[config.mk]
export PLATFORM = sky130hd
export DESIGN_NAME = fc_func_ctrl
export DESIGN_NICKNAME = d
export VERILOG_FILES = /design/src/rtl/fc_func_ctrl.sv
export SDC_FILE = /design/constraint.sdc
export NUM_CORES = 1
export LEC_CHECK = 0
export CELL_PAD_IN_SITES_DETAIL_PLACEMENT = 1
export CELL_PAD_IN_SITES_GLOBAL_PLACEMENT = 1
export CORE_MARGIN = 3
export CORE_UTILIZATION = 38
export CTS_CLUSTER_SIZE = 14
export DETAILED_ROUTE_END_ITERATION = 10
export PLACE_DENSITY = 0.89
export RECOVER_POWER = 25
export SLEW_MARGIN = 20
export SYNTH_ARGS = -nofsm -noshare
export SYNTH_HDL_FRONTEND = slang
export SYNTH_SLANG_ARGS = --single-unit
[constraint.sdc]
create_clock -name clk -period 9.6 [get_ports clk]
set_clock_uncertainty 0.2 [all_clocks]
set_input_delay 0.96 -clock clk [delete_from_list [all_inputs] [get_ports clk]]
set_output_delay 0.96 -clock clk [all_outputs]
set_load 0.01 [all_outputs]
[src/rtl/fc_func_ctrl.sv]
// Output-side function unit for a fully-connected CIM layer: sums per-tile partial
// sums, applies ReLU, shift requantisation and saturation, then starts the next layer.
module fc_func_ctrl #(
  parameter int DATA_SIZE   = 8,
  parameter int XBAR_SIZE   = 128,
  parameter int V_CIM_TILES = 7,
  parameter int OUT_NEURONS = 128,
  parameter int PSUM_WIDTH  = 2*DATA_SIZE+$clog2(XBAR_SIZE),
  parameter int SHIFT       = 8,
  parameter int ADDR_WIDTH  = (OUT_NEURONS<=1)?1:$clog2(OUT_NEURONS),
  parameter int SUM_WIDTH   = PSUM_WIDTH+$clog2(V_CIM_TILES)+1
) (
  input  logic                              clk,
  input  logic                              rst,
  input  logic                              i_start,
  output logic                              o_ready,
  output logic                              o_rd_en,
  output logic [ADDR_WIDTH-1:0]             o_rd_addr,
  input  logic [V_CIM_TILES*PSUM_WIDTH-1:0] i_psum,
  output logic                              o_wr_en,
  output logic [ADDR_WIDTH-1:0]             o_wr_addr,
  output logic [DATA_SIZE-1:0]              o_wr_data,
  input  logic                              i_next_ready,
  output logic                              o_next_start
);

  typedef enum logic [1:0] {
    S_IDLE   = 2'd0,
    S_READ   = 2'd1,
    S_DRAIN  = 2'd2,
    S_NOTIFY = 2'd3
  } state_t;

  localparam int EXT_W = SUM_WIDTH - PSUM_WIDTH;
  localparam logic [ADDR_WIDTH-1:0] LAST_ADDR = ADDR_WIDTH'(OUT_NEURONS - 1);
  localparam logic [SUM_WIDTH-1:0]  MAX_Q     = SUM_WIDTH'((1 << DATA_SIZE) - 1);

  state_t                  r_state;
  state_t                  w_state_nxt;
  logic [ADDR_WIDTH-1:0]   r_cnt;
  logic [ADDR_WIDTH-1:0]   w_cnt_nxt;
  logic                    r_drain;
  logic                    w_drain_nxt;
  logic                    r_v1;
  logic [ADDR_WIDTH-1:0]   r_a1;
  logic                    r_wr_en;
  logic [ADDR_WIDTH-1:0]   r_wr_addr;
  logic [DATA_SIZE-1:0]    r_wr_data;
  logic signed [SUM_WIDTH-1:0] w_sum;
  logic [SUM_WIDTH-1:0]    w_shift;
  logic [DATA_SIZE-1:0]    w_act;
  logic                    w_rd_en;

  assign w_rd_en      = (r_state == S_READ);
  assign o_ready      = (r_state == S_IDLE);
  assign o_rd_en      = w_rd_en;
  assign o_rd_addr    = w_rd_en ? r_cnt : {ADDR_WIDTH{1'b0}};
  assign o_wr_en      = r_wr_en;
  assign o_wr_addr    = r_wr_addr;
  assign o_wr_data    = r_wr_data;
  assign o_next_start = (r_state == S_NOTIFY) && i_next_ready;

  // Sequencing: read sweep, two-cycle drain for the pipeline, then wait on the next layer
  always_comb begin
    w_state_nxt = r_state;
    w_cnt_nxt   = r_cnt;
    w_drain_nxt = r_drain;
    case (r_state)
      S_IDLE: begin
        if (i_start) begin
          w_state_nxt = S_READ;
          w_cnt_nxt   = {ADDR_WIDTH{1'b0}};
        end else begin
          w_state_nxt = S_IDLE;
        end
      end
      S_READ: begin
        if (r_cnt == LAST_ADDR) begin
          w_state_nxt = S_DRAIN;
          w_drain_nxt = 1'b0;
        end else begin
          w_cnt_nxt = r_cnt + ADDR_WIDTH'(1);
        end
      end
      S_DRAIN: begin
        if (r_drain) begin
          w_state_nxt = S_NOTIFY;
        end else begin
          w_drain_nxt = 1'b1;
        end
      end
      S_NOTIFY: begin
        if (i_next_ready) begin
          w_state_nxt = S_IDLE;
        end else begin
          w_state_nxt = S_NOTIFY;
        end
      end
      default: begin
        w_state_nxt = S_IDLE;
      end
    endcase
  end

  // Tile reduction, ReLU, requantising shift and clamp to the activation range
  always_comb begin
    w_sum = {SUM_WIDTH{1'b0}};
    for (int t = 0; t < V_CIM_TILES; t++) begin
      w_sum = w_sum + {{EXT_W{i_psum[t*PSUM_WIDTH+PSUM_WIDTH-1]}}, i_psum[t*PSUM_WIDTH +: PSUM_WIDTH]};
    end
    w_shift = w_sum >>> SHIFT;
    if (w_sum[SUM_WIDTH-1]) begin
      w_act = {DATA_SIZE{1'b0}};
    end else if (w_shift > MAX_Q) begin
      w_act = {DATA_SIZE{1'b1}};
    end else begin
      w_act = w_shift[DATA_SIZE-1:0];
    end
  end

  // State, counters and the two pipeline stages
  always_ff @(posedge clk) begin
    if (rst) begin
      r_state   <= S_IDLE;
      r_cnt     <= {ADDR_WIDTH{1'b0}};
      r_drain   <= 1'b0;
      r_v1      <= 1'b0;
      r_a1      <= {ADDR_WIDTH{1'b0}};
      r_wr_en   <= 1'b0;
      r_wr_addr <= {ADDR_WIDTH{1'b0}};
      r_wr_data <= {DATA_SIZE{1'b0}};
    end else begin
      r_state   <= w_state_nxt;
      r_cnt     <= w_cnt_nxt;
      r_drain   <= w_drain_nxt;
      r_v1      <= w_rd_en;
      r_a1      <= r_cnt;
      r_wr_en   <= r_v1;
      r_wr_addr <= r_v1 ? r_a1 : {ADDR_WIDTH{1'b0}};
      r_wr_data <= r_v1 ? w_act : {DATA_SIZE{1'b0}};
    end
  end

endmodule

# --- Yosys cells after proc, flatten, opt, wreduce, memory -nomap -nowiden ---
# Cells that the tools add are included.
word_totals:
  reg_bits: 34
  latchBits: 0
  ram_bits: 0
  mem_bits_ro: 0
  mem_count: 0
classes:
  addsub: 7
  multipliers: 0
  div: 0
  order_cmp: 1
  eq_ne: 8
  n_shift: 0
  muxes: 12
  n_bitwise: 1
  n_reduce_logical: 9
op_table:
  columns: ["op", "count"]
  rows:
  - ["adder 27 bit", 2]
  - ["adder 26 x 23 -> 27 bit", 1]
  - ["> comparator 27 x 8 -> 1 bit, second input constant", 1]
  - ["adder 25 x 23 -> 26 bit", 1]
  - ["adder 24 x 23 -> 25 bit", 1]
  - ["adder 23 x 23 -> 24 bit", 1]
  - ["two-way mux 7 bit", 3]
  - ["one-hot mux 7 bit (2 select lines)", 1]
  - ["two-way mux 8 bit", 1]
  - ["one-hot mux 2 bit (4 select lines)", 1]
  - ["adder 7 x 1 -> 7 bit, second input constant", 1]
  - ["equality test 7 bit, second input constant", 1]
  - ["two-way mux 2 bit", 3]
  - ["!= test 2 bit, second input constant", 3]
  - ["equality test 2 bit, second input constant", 2]
  - ["AND reduction 2 bit", 2]
  - ["nonzero test 2 bit", 2]
  - ["AND reduction 3 bit", 1]
  - ["OR reduction 3 bit", 1]
  - ["equality test 2 x 1 -> 1 bit, second input constant", 1]
  - ["logical NOT 2 bit", 1]
  - ["two-way mux 1 bit", 2]
  - ["!= test 2 x 1 -> 1 bit, second input constant", 1]
  - ["one-hot mux 1 bit (2 select lines)", 1]
  - ["3 further kinds", 3]

# --- Longest topological paths before layout ---
depth:
  ltp_word: 8
  mapped_depth: 18
  ltp_nobuf: 17

# --- Worst setup path after synthesis ---
# OpenSTA, ideal clock, no wires.
synth_timing:
  path_kind: "input to register"
  startpoint: "in i_psum[11]"
  endpoint: "reg r_wr_data[0], in the netlist o_wr_data[0]"
  setup_time_ps: 141
  arrival_ps: 5361
  required_time_ps: 9259
  path_slack_ps: 3897
  cell_stages: 18
  path_cell_list: "inv_1 fa_1 inv_1 fa_1 inv_1 fa_1 fa_1 inv_1 ha_1 clkbuf_2 nand2_1 or3_1 or2_2 o22ai_2 mux2i_1 o2111ai_2 nor4_4 a31oi_1"
synth_via:
  elab_chain_len: 8
  elab_cells_between_ends: 9
  cone_classes: "add/sub (6); order compare (1); mux (1); reduce/logical (1)"
synth_rtl:
  columns: ["item", "line_no", "source"]
  rows:
  - ["from (decl)", "19", "input logic [V_CIM_TILES*PSUM_WIDTH-1:0] i_psum,"]
  - ["adder 23 x 23 -> 24 bit (*)", "109", "w_sum = w_sum + {{EXT_W{i_psum[t*PSUM_WIDTH+PSUM_WIDTH-1]}}, i_psum[t*PSUM_WIDTH +: PSUM_WIDTH]};"]
  - ["adder 24 x 23 -> 25 bit (*)", "109", null]
  - ["adder 25 x 23 -> 26 bit (*)", "109", null]
  - ["adder 26 x 23 -> 27 bit (*)", "109", null]
  - ["adder 27 bit (*) (2 in a row)", "109", null]
  - ["> comparator 27 x 8 -> 1 bit", "114", "end else if (w_shift > MAX_Q) begin"]
  - ["two-way mux 8 bit", "114", null]
  - ["to (signal assigned)", "131", "r_wr_data <= {DATA_SIZE{1'b0}};"]
  - ["to (signal assigned)", "140", "r_wr_data <= r_v1 ? w_act : {DATA_SIZE{1'b0}};"]
  - ["to (decl)", "48", "logic [DATA_SIZE-1:0] r_wr_data;"]
# Mark *: on every way between the ends. The rest lies on a longest branch, timed or not.
# A chain may end at the register's enable or synchronous reset.

# --- Final worst setup path ---
layout_timing:
  startpoint: "in i_psum[11]"
  endpoint: "reg r_wr_data[6], in the netlist o_wr_data[6]"
# The elaborated chain is that of the path after synthesis.

==> flow_summary_export.csv <==
group,metric,value,unit
cts,clk_pin_slew,0.05,ns
cts,cts-hold-fix-buffers,0,
synthesis,yosys.area_share.simple,9.65,%
final_layout,drive_above_1_share,4.05,%
cts,clock_path_buffers,2,
floorplanning,die-area,0.0167,mm^2
synthesis,synth-edff-count,0,
timing,relSlewSlack,40.7,%
global_routing,grt_pass1_wl,26400,um
critical_path,worstPathArrival,6.13,ns
pwr,powerDensity,313,mW/mm^2
detailed_routing,first_iter_violations,143,
timing,worst_slew_pin_slew,0.883,ns
synthesis,synthAdderAreaFrac,46.3,%
critical_path,path_max_fanout,7,
timing,period_share,64.5,%
cts,cts.sinks,34,
critical_path,startpoint_type,"input pin",
global_routing,grt_pass1_vias,5616,
place,placed_area,0.00787,mm^2
synthesis,synth_top_area_share,40.5,%
critical_path,crit_path_end_kind,"flip-flop",
cts,cts_resized,0,
synthesis,synth.top_cells.by_area,"fa_1, inv_1, dfxtp_1",
synthesis,synthMuxAreaShare,0.368,%
cts,cts_buffers,5,
global_routing,met2_usage,38.5,%
floorplanning,io-pin-count,191,
critical_path,slowest_delay,0.54,ns
timing,setup_violations,0,
final_layout,diodes,0,
place,portBuffers,190,
synthesis,synth-xor-area-share,2.70,%
global_routing,antenna_found_initial,0,
timing,hold_viol_final,0,
cts,tritoncts,"built",
cts,cts_setup_buffers,0,
timing,setup_ws,3.40,ns
synthesis,synth-async-reset-ratio,0,%
pwr,peakVddDrop,0.161,mV
synthesis,ys_warn_count,0,
timing,period_needed,6.20,ns
place,gp_congestion,0.872,
synthesis,synth_common_cells,"inv_1, fa_1, dfxtp_1",
timing,maxSlewViolCount,0,
detailed_routing,drt-total-wl,15700,um
critical_path,cp_cell_sequence,"clkdlybuf4s50_1 -> inv_1 -> fa_1 -> inv_1 -> fa_1 -> inv_1 -> fa_1 -> fa_1 -> inv_1 -> ha_1 -> nand2_1 -> or3_1 -> or2_2 -> o22ai_2 -> mux2i_1 -> o2111ai_2 -> nor4_4 -> a31oi_1",
critical_path,worstPathRequired,9.53,ns
global_routing,grt_usage,19.4,%
final_layout,area_growth,39.5,%
worst_hold_path,worstHoldPathCells,1,
critical_path,critPathKind,"input pin to flip-flop",
synthesis,synth_most_common_cell,"inv_1",
final_layout,fin_area,0.00807,mm^2
detailed_routing,drcViolationCount,0,
worst_hold_path,min_path_type,"flip-flop to flip-flop",
synthesis,yosysTopAreaCell,"fa_1",
detailed_routing,antenna_left,0,
synthesis,syn-cell-area,0.00578,mm^2
synthesis,syn_nets,959,
timing,timing.fmax,0.161,GHz
synthesis,synthCells,650,
critical_path,slowest_stage,"fa_1",
cts,h-tree-depth,2,
floorplanning,fp.dieH,129,um
floorplanning,initial_core_util,39.3,%
timing,tns,0,ns
critical_path,rr_worst_depth,7,
cts,clk_latency,0.28,ns
global_routing,busiest_layer,"met2",
final_layout,nets,1147,
pwr,power,2.53,mW
run_status,status,"finished, final reports clean",
global_routing,grt_max_degree,16,
detailed_routing,post_drt_via_cell_ratio,4.74,
pwr,p_leak,3.95,nW
floorplanning,row_count,44,
timing,hold_slack,0.233,ns
global_routing,gr-usage-met1,22.1,%
synthesis,avgSynthCellArea,8.90,um^2
global_routing,overflow,0,
synthesis,synth-compound-area-share,13.0,%
floorplanning,coreArea,0.0147,mm^2
floorplanning,die_w,129,um
detailed_routing,wl_per_cell,15.3,um
place,dpl.hpwl,14200,um
detailed_routing,drt-pass1-iter-count,4,
synthesis,dominantRegCellSynth,"dfxtp_1",
global_routing,grt_util_met3,3.22,%
place,pre_cts_slack,3.09,ns
flow_run,drv_cap,0,
synthesis,synth_top_family_by_area,"adder cells",
synthesis,synth.yosys.seq_area_share,11.8,%
detailed_routing,num_vias,4847,
timing,rsz0062_at_grt,"false",
synthesis,ys_seq_elements,34,
cts,cts-root-buf,"clkbuf_16",
synthesis,synth_cell_types,62,
final cells by class:
class,count,area (um^2)
Fill cell,1718,6630
Multi-Input combinational cell,369,4170
Timing Repair Buffer,190,1900
Inverter,238,893
Sequential cell,34,681
Tap cell,184,230
Clock buffer,6,139
Clock inverter,2,60.1
kinds of logic (layout without fill, tap and decap cells):
family,after synthesis,count (layout)
AO/OA/AOI/OAI,104,104
adder cells (fa/ha/maj),144,144
flip-flops,34,34
XOR/XNOR,17,17
multiplexers,2,2
AND/OR/NAND/NOR,102,102
buffers and inverters,247,436
flip-flops by register name, indices dropped and copies added (netlist names):
name / count
o_wr_addr: 7
o_wr_data: 8
o_wr_en: 1
r_a1: 7
r_cnt: 7
r_drain: 1
r_state: 2
r_v1: 1
metrics by stage:
| step | utilization (%) | std cells |
|---|---|---|
| finish | 54.9 | 1023 |
| detailed placement | 53.5 | 1015 |
| global route | 54.9 | 1023 |
| floorplan | - | 650 |
| global placement | 53.5 | 1015 |
| CTS | 54.9 | 1023 |
layout by cell type (no fill, tap or decap), types with 3 or more instances in the layout:
master,Yosys,final
a211oi_1,3,3
a211oi_2,5,5
a21o_1,9,9
a21oi_1,31,31
a31oi_1,9,9
and2_1,14,14
and3_1,3,3
clkbuf_16,0,5
clkdlybuf4s50_1,0,186
dfxtp_1,34,34
dlygate4sd3_1,0,4
fa_1,117,117
ha_1,27,27
inv_1,238,238
nand2_1,21,21
nand3_1,8,8
nand4_1,7,7
nor2_1,18,18
nor2b_1,11,11
nor3_1,6,6
o21a_1,3,3
o21ai_0,13,13
o21ai_1,4,4
xnor2_1,5,5
xor2_1,11,11
power by group:
part	leakage, nW	switching, mW	internal (mW)
logic	3.58	1.28	0.879
registers	0.275	0.00407	0.153
clock network	0.0971	0.0588	0.156
layer usage:
metal  part of all wire (%)  vias up
met3                    7.0       14
met1                     37     2376
met4                   0.88        0
met5                      0        -
li1                       -     2310
met2                     55      147
worst paths after layout:
check                                           start                      end  slack (ns)
worst max register to register  r_cnt[0]$_SDFFE_PP0P_    r_cnt[5]$_SDFFE_PP0P_        6.99
worst min-delay path               r_a1[4]$_SDFF_PP0_  o_wr_addr[4]$_SDFF_PP0_        0.23
worst max-delay path                       i_psum[11]  o_wr_data[6]$_SDFF_PP0_        3.40
worst min register to register     r_a1[4]$_SDFF_PP0_  o_wr_addr[4]$_SDFF_PP0_        0.23
critical path, delay by kind of cell:
kind,cells,cell delay (ns)
compound gates,3,0.45
fa+ha+maj,5,2.53
buf+inv,5,0.66
mux,1,0.23
simple gates,4,1.28
Power figures use the tool's default switching activity.
